File: src/rtl/multiword_add_sequencer.sv
// Multi-cycle wide adder: streams N-bit chunks, LSW first, through one CarrySelectAdd,
// chaining the registered chunk carry, and returns the W-bit sum over valid/ready.

module CarrySelectAdd #(
  parameter int    N     = 32,
  parameter string MODEL = "Behavioral"
) (
  input  logic [N-1:0] a,
  input  logic [N-1:0] b,
  input  logic         ci,
  output logic [N-1:0] c,
  output logic         co
);

  if (MODEL == "DataFlow" && N >= 2) begin : g_dataflow
    localparam int H = N / 2;
    logic [H:0]   lo_s;
    logic [N-H:0] hi0_s;
    logic [N-H:0] hi1_s;

    // Upper half is precomputed for both possible carries; the low half's carry picks one.
    assign lo_s  = {1'b0, a[H-1:0]} + {1'b0, b[H-1:0]} + {{H{1'b0}}, ci};
    assign hi0_s = {1'b0, a[N-1:H]} + {1'b0, b[N-1:H]};
    assign hi1_s = hi0_s + {{(N-H){1'b0}}, 1'b1};
    assign c     = {(lo_s[H] ? hi1_s[N-H-1:0] : hi0_s[N-H-1:0]), lo_s[H-1:0]};
    assign co    = lo_s[H] ? hi1_s[N-H] : hi0_s[N-H];
  end else if (MODEL == "Structural") begin : g_structural
    logic [N:0] cy_s;

    assign cy_s[0] = ci;
    for (genvar i = 0; i < N; i++) begin : g_fa
      assign c[i]      = a[i] ^ b[i] ^ cy_s[i];
      assign cy_s[i+1] = (a[i] & b[i]) | (cy_s[i] & (a[i] ^ b[i]));
    end
    assign co = cy_s[N];
  end else begin : g_behavioral
    assign {co, c} = {1'b0, a} + {1'b0, b} + {{N{1'b0}}, ci};
  end

endmodule

module multiword_add_sequencer #(
  parameter int    N     = 32,
  parameter int    WORDS = 4,
  parameter string MODEL = "Behavioral"
) (
  input  logic               clk,
  input  logic               rst_n,
  input  logic               in_valid,
  output logic               in_ready,
  input  logic [N*WORDS-1:0] in_a,
  input  logic [N*WORDS-1:0] in_b,
  input  logic               in_ci,
  output logic               out_valid,
  input  logic               out_ready,
  output logic [N*WORDS-1:0] out_c,
  output logic               out_co
);

  localparam int W  = N * WORDS;
  localparam int IW = (WORDS > 1) ? $clog2(WORDS) : 1;

  typedef enum logic [1:0] {
    IDLE = 2'd0,
    RUN  = 2'd1,
    DONE = 2'd2
  } state_t;

  state_t        state_r, state_s;
  logic [IW-1:0] idx_r, idx_s;
  logic [W-1:0]  a_r, a_s;
  logic [W-1:0]  b_r, b_s;
  logic [W-1:0]  res_r, res_s;
  logic          carry_r, carry_s;
  logic          co_r, co_s;
  logic          in_ready_r, in_ready_s;
  logic          out_valid_r, out_valid_s;

  logic [31:0]   base_s;
  logic [N-1:0]  add_a_s;
  logic [N-1:0]  add_b_s;
  logic [N-1:0]  add_c_s;
  logic          add_co_s;

  assign base_s  = 32'(idx_r) * 32'(N);
  assign add_a_s = a_r[base_s +: N];
  assign add_b_s = b_r[base_s +: N];

  CarrySelectAdd #(
    .N     (N),
    .MODEL (MODEL)
  ) u_add (
    .a  (add_a_s),
    .b  (add_b_s),
    .ci (carry_r),
    .c  (add_c_s),
    .co (add_co_s)
  );

  // Next-state and datapath update for the IDLE/RUN/DONE sequencer.
  always_comb begin
    state_s     = state_r;
    idx_s       = idx_r;
    a_s         = a_r;
    b_s         = b_r;
    res_s       = res_r;
    carry_s     = carry_r;
    co_s        = co_r;
    in_ready_s  = in_ready_r;
    out_valid_s = out_valid_r;
    case (state_r)
      IDLE: begin
        in_ready_s = 1'b1;
        if (in_valid && in_ready_r) begin
          a_s        = in_a;
          b_s        = in_b;
          carry_s    = in_ci;
          idx_s      = {IW{1'b0}};
          in_ready_s = 1'b0;
          state_s    = RUN;
        end else begin
          state_s = IDLE;
        end
      end
      RUN: begin
        res_s[base_s +: N] = add_c_s;
        carry_s            = add_co_s;
        if (idx_r == IW'(WORDS - 1)) begin
          idx_s       = {IW{1'b0}};
          co_s        = add_co_s;
          out_valid_s = 1'b1;
          state_s     = DONE;
        end else begin
          idx_s = idx_r + IW'(1);
        end
      end
      DONE: begin
        if (out_ready) begin
          out_valid_s = 1'b0;
          in_ready_s  = 1'b1;
          state_s     = IDLE;
        end else begin
          state_s = DONE;
        end
      end
      default: begin
        state_s     = IDLE;
        in_ready_s  = 1'b0;
        out_valid_s = 1'b0;
      end
    endcase
  end

  // State and datapath registers; reset abandons any operation in flight.
  always_ff @(posedge clk or negedge rst_n) begin
    if (!rst_n) begin
      state_r     <= IDLE;
      idx_r       <= {IW{1'b0}};
      a_r         <= {W{1'b0}};
      b_r         <= {W{1'b0}};
      res_r       <= {W{1'b0}};
      carry_r     <= 1'b0;
      co_r        <= 1'b0;
      in_ready_r  <= 1'b0;
      out_valid_r <= 1'b0;
    end else begin
      state_r     <= state_s;
      idx_r       <= idx_s;
      a_r         <= a_s;
      b_r         <= b_s;
      res_r       <= res_s;
      carry_r     <= carry_s;
      co_r        <= co_s;
      in_ready_r  <= in_ready_s;
      out_valid_r <= out_valid_s;
    end
  end

  assign in_ready  = in_ready_r;
  assign out_valid = out_valid_r;
  assign out_c     = res_r;
  assign out_co    = co_r;

endmodule
File: config.mk
export PLATFORM = sky130hd
export DESIGN_NAME = multiword_add_sequencer
export DESIGN_NICKNAME = d
export VERILOG_FILES = /design/src/rtl/multiword_add_sequencer.sv
export SDC_FILE = /design/constraint.sdc
export NUM_CORES = 1
export LEC_CHECK = 0
export ABC_AREA = 1
export BUFFER_PORTS_ARGS = -buffer_cell sky130_fd_sc_hd__buf_4
export CORE_UTILIZATION = 45
export DETAILED_ROUTE_END_ITERATION = 8
export PLACE_DENSITY_LB_ADDON = 0.12
export SYNTH_ARGS = -nofsm -noshare
export SYNTH_HDL_FRONTEND = slang
export SYNTH_SLANG_ARGS = --single-unit
File: constraint.sdc
create_clock -name clk -period 8.85 [get_ports clk]
set_input_delay 0.885 -clock clk [delete_from_list [all_inputs] [get_ports clk]]
set_output_delay 0.885 -clock clk [all_outputs]
set_load 0.02 [all_outputs]
-- Yosys cells after proc, flatten, opt, wreduce, memory -nomap -nowiden
Cells that the tools add are included.
- output and inout port bits: 131
- register bits: 392
- bits of input ports: 261
- reduce and logical (&&, ||, !) cells: 8
- equal/unequal tests: 6
- muxes and demuxes: 16
- bitwise gates (word level): 2
- add/sub/neg operators: 4
- shifts and indexed selects: 4
- operator list (kind ; count):
    indexed part select 128 x 8 -> 32 bit ; 2
    bitwise mux 128 bit ; 1
    variable shift 32 x 34 -> 128 bit (first input constant) ; 1
    indexed part select 32 x 34 -> 128 bit ; 1
    negator 7 -> 34 bit ; 1
    adder 32 x 32 -> 33 bit ; 1
    adder 33 x 1 -> 33 bit ; 1
    2-to-1 mux 2 bit ; 4
    AND reduction 2 bit ; 4
    2-to-1 mux 1 bit ; 6
    inequality test 2 bit (second input constant) ; 3
    case mux 1 bit (3 select lines) ; 2
    case mux 2 bit (3 select lines) ; 1
    equality test 2 bit (second input constant) ; 2
    case mux 2 bit (2 select lines) ; 1
    AND reduction 3 bit ; 1
    adder 2 x 1 -> 2 bit (second input constant) ; 1
    equality test 2 x 1 -> 1 bit (second input constant) ; 1
    zero test 2 bit ; 1
    inverter 1 bit ; 2
    case mux 1 bit (2 select lines) ; 1
    nonzero test 2 bit ; 1
    logical AND 1 bit ; 1

-- Logic depth before layout (Yosys ltp)
- depth after elaboration: 5
- gate-level depth with buffers: 20

-- By module
A second synthesis with hierarchy kept.
- cells, all modules: 2819
- area, all modules: 20349.5 um2
- modules (own cells, without submodules) (module ; sequential area each (um2) ; cells an instance ; area an instance (um2) ; times used):
    multiword_add_sequencer ; 9809.4 ; 2314 ; 17956.0 ; 1
    CarrySelectAdd ; 0.0 ; 505 ; 2393.5 ; 1

-- Worst setup path before layout
OpenSTA, ideal clock, no wires.
- path kind: reg-to-reg
- start: register idx_r[0]
- end: register carry_r
- cell stages (with the launch flop): 21
- setup time: 116 ps
- arrival time: 2993 ps
- path slack: 5741 ps
- period minus slack after synthesis: 3109 ps
- cell sequence: dfrtp_1 buf_2 inv_2 buf_2 clkbuf_1 nor2_1 o22ai_1 fa_1 fa_1 nand3_1 nand3_2 nand2_1 nand2_1 nand2_1 nand2_2 nand2_1 nand2_1 a21oi_1 nand2_1 nand2_1 nand2_1
- word-level cells in the longest chain between the ends: 4
- elaborated cells on any way between the ends: 5
- those cells by class: add/sub (2); shift (2); mux (1)
- RTL lines (what ; RTL line ; RTL):
    start, declared ; 70 ; logic [IW-1:0] idx_r, idx_s;
    start signal, assigned ; 158 ; idx_r <= {IW{1'b0}};
    start signal, assigned ; 168 ; idx_r <= idx_s;
    indexed part select 128 x 8 -> 32 bit, on equally long branches ; 86, 87 ;
    adder 32 x 32 -> 33 bit * ; 37 ; assign {co, c} = {1'b0, a} + {1'b0, b} + {{N{1'b0}}, ci};
    adder 33 x 1 -> 33 bit * ; 37 ;
    case mux 1 bit (2 select lines) * ; 111 ; case (state_r)
    end signal, assigned ; 172 ; carry_r <= carry_s;
    end, declared ; 74 ; logic carry_r, carry_s;
Mark *: on every way between the ends. The rest lies on a longest branch, timed or not.
A chain may end at the register's enable or synchronous reset.

-- Final worst setup path
- start: register idx_r[0]
- end: register res_r[44], in the netlist out_c[44]
- word-level cells in the longest chain between the ends: 5
- elaborated cells on any way between the ends: 8
- those cells by class: add/sub (3); shift (4); mux (1)
- RTL lines (what ; RTL line ; RTL):
    indexed part select 128 x 8 -> 32 bit, on equally long branches ; 86, 87 ;
    adder 32 x 32 -> 33 bit ; 37 ;
    adder 33 x 1 -> 33 bit ; 37 ;
    indexed part select 32 x 34 -> 128 bit ; 126 ; res_s[base_s +: N] = add_c_s;
    bitwise mux 128 bit * ; 126 ;
    end signal, assigned ; 161 ; res_r <= {W{1'b0}};
    end signal, assigned ; 171 ; res_r <= res_s;
    end, declared ; 73 ; logic [W-1:0] res_r, res_s;
Marked as above.

==> out/summary.txt <==
cts bufs inserted: 43
non-filler cells, final: 3,424
Pleak: 0.0132 µW
Seq cells post-synth: 392
cell area power density: 470 mW/mm²
mux contribution to synthesized area: 0
clk_lat worst skew: 0.57 ns
WL/cell: 17.5 µm
Sw Pwr: 5510 µW
# nets final: 3,152
CP max FO: 94
final setup vio count: 0
initial antenna violation count: 0
vias in the first global route: 17,300
CTS tree: done
largest family of logic cells by synthesized area: simple AND/OR/NAND/NOR gates
Worst-path clk slew: 0.07 ns
Die Span Y: 209 µm
Final Hold Violating Endpoints: 0
Sink Count: 392
ANT cells: 0
GP Congestion: 0.906
drt total wl: 60,000 µm
VDD IR-drop max: 0.243 mV
pre-CTS setup slack: 4.22 ns
Post-Route Setup TNS: 0 ns
final cycle utilization of the critical path: 0.540
max cap viols: 0
commonest register cell after synthesis: dfrtp_1
IO Count: 392
Post-Syn Nets: 2,834
Clock power frac: 0.162
synth warn: 0
Post-CTS Setup Bufs: 0
outcome: complete, no violations
Overflow after GRT: 0
drt initial violations: 1,459
Post-Synth Adder-Cell Area: 0.0262
Power Internal: 5680 µW
compound-cell area share of the yosys netlist: 0.0807
Final Slew Violations: 0
Yosys cell types: 39
total track usage: 0.277
area grow syn2layout: 23.8%
Via density: 5.16
most common cell in the netlist: nand2_1
Post-Syn Area per Cell: 7.59 µm²
Least-Margin Pin Slew: 1.10 ns
Bufs on Longest Clock Path: 3
Worst EP arrival: 5.20 ns
Worst Skew: 0.0180 ns
post-route ant nets: 0
share of Yosys cell area claimed by the top area cell type: 0.510
Synth Area in Simple Gates: 0.315
post_cts resized: 0
EDFF count, synth: 0
DP HPWL: 42,000 µm
Cells after Synth: 2,534
Pre-antenna DRT Iters: 7
combinational power share: 0.559
Critical Path End Type: register
Port Buffers: 391
RSZ-0062 raised after global routing: false
Initial Util: 0.457
post-route worst setup slack: 4.07 ns
post-synth top area cell: dfrtp_1
Post-Syn Area: 0.0192 mm²
Critical Path Start Type: register
first-pass GRT wire length: 94,800 µm
synth top area cells: dfrtp_1 51%, nand2_1 24%, o21ai_0 4.1%, nor2_1 3.5%, inv_1 2.7%
XOR/XNOR Fraction of Synth Area: 0.00800
Die X: 209 µm
Die ar.: 0.0436 mm²
Max Clk Rate: 0.209 GHz
# H-tree levels: 2
part of the power in registers: 0.279
Slew HR: 0.266
asr flop ratio synth: 1.00
Post-CTS Hold Buffers: 0
largest net degree at the start of global routing: 184
Tightest Hold Check Type: in2async
Core ar.: 0.0420 mm²
placed cell count: 3,346
Core Rows: 75
via count: 17,700
Synth top cells by count: 1,228 x nand2_1, 392 x dfrtp_1, 180 x nor2_1
WP data required: 9.27 ns
post-synthesis sequential area ratio: 0.510
Filler cells: 4,007
CTS root buf: clkbuf_16
WS Path Type: reg2reg
residual DRC count: 0
share of cells above drive strength 1: 0.183
Sw Share: 0.492
min Tclk post-route: 4.78 ns
worst max-delay path, cell delays in order, from the launching register on:
cell	delay [ns]
dfrtp_4	1.09
inv_4	0.45
buf_4	0.50
o21ai_0	0.30
o22ai_1	0.13
fa_1	0.45
fa_1	0.46
nand3_1	0.14
nand3_2	0.10
nand3_1	0.10
nand3_2	0.12
xnor2_1	0.33
inv_1	0.08
nand3_1	0.09
o21ai_0	0.10
cell usage in the layout, fill, tap and decap left out, drive strengths merged, types with 2 or more instances in the layout:
cell and instances:
nand2 1250, buf 405, dfrtp 392, nor2 188, o21ai 175, inv 148, clkbuf 66, o22ai 64
nand3 54, ha 37, nand4 24, a21oi 19, a22o 14, nor3 9, xnor2 8, xor2 7
clkinv 6, bufinv 3, and3 2, o31ai 2, a32o 2, fa 2
per-stage QoR:
step | area, µm² | utilization | total power, µW | hold WS (ns)
6_report | 23800 | 0.566 | 11200 | 0.299
4_1_cts | 23800 | 0.566 | 11200 | 0.305
3_3_place_gp | 22400 | 0.533 | 9250 | 0.457
2_1_floorplan | 19200 | - | 7190 | 0.444
3_5_place_dp | 22400 | 0.533 | 9330 | 0.460
5_1_grt | 23800 | 0.566 | 12100 | 0.348
logic make-up (layout without fill, tap and decap cells):
group | count (synthesis) | in the layout
simple gates | 1531 | 1531
fa+ha+maj | 39 | 39
xor+xnor | 15 | 15
compound gates | 279 | 279
buf+inv | 278 | 629
flops | 392 | 392
layout make-up:
cell class,instances,area [µm²],area share
Tap cell,539,674,0.0283
Sequential cell,392,9810,0.412
Clock buffer,66,1260,0.0531
Multi-Input combinational cell,1864,8280,0.348
Clock inverter,12,163,0.00683
Inverter,146,556,0.0233
Timing Repair Buffer,405,3060,0.129
flip-flops by register name, summed over array words and instances, names as in the netlist:
name / count
a_r: 128
b_r: 128
out_c: 128
idx_r: 2
state_r: 2
carry_r: 1
in_ready: 1
out_co: 1
out_valid: 1
power by group through the flow:
stage | Clock [µW] | Combinational [µW] | Sequential, µW
global route | 1910 | 6950 | 3220
CTS | 1840 | 6230 | 3110
floorplan | 0 | 3960 | 3230
detailed placement | 0 | 6200 | 3130
finish | 1810 | 6250 | 3120
global placement | 0 | 6130 | 3110
final timing paths:
| check | startpoint | end | slack, ns | cells after the start |
|---|---|---|---|---|
| max | idx_r[0] | out_c[44] | 4.07 | 14 |
| min | rst_n | out_c[103] | 0.30 | 1 |
| max reg2reg | idx_r[0] | out_c[44] | 4.07 | 14 |
| min reg2reg | a_r[81] | a_r[81] | 0.47 | 2 |
| max in group asynchronous | rst_n | a_r[60] | 6.45 | 3 |
| min in group clk | a_r[81] | a_r[81] | 0.47 | 2 |
metal layers:
layer  global-route usage  vias up  wire, µm  share of wire
met3               0.0401       78      3710          0.062
met4               0.0816        0      1320          0.022
met5                    0        -         0              0
met1                0.400     8398     27700           0.46
met2                0.434      597     27300           0.45
li1                     -     8579         -              -
No activity file was read; power rests on OpenSTA's default activity.
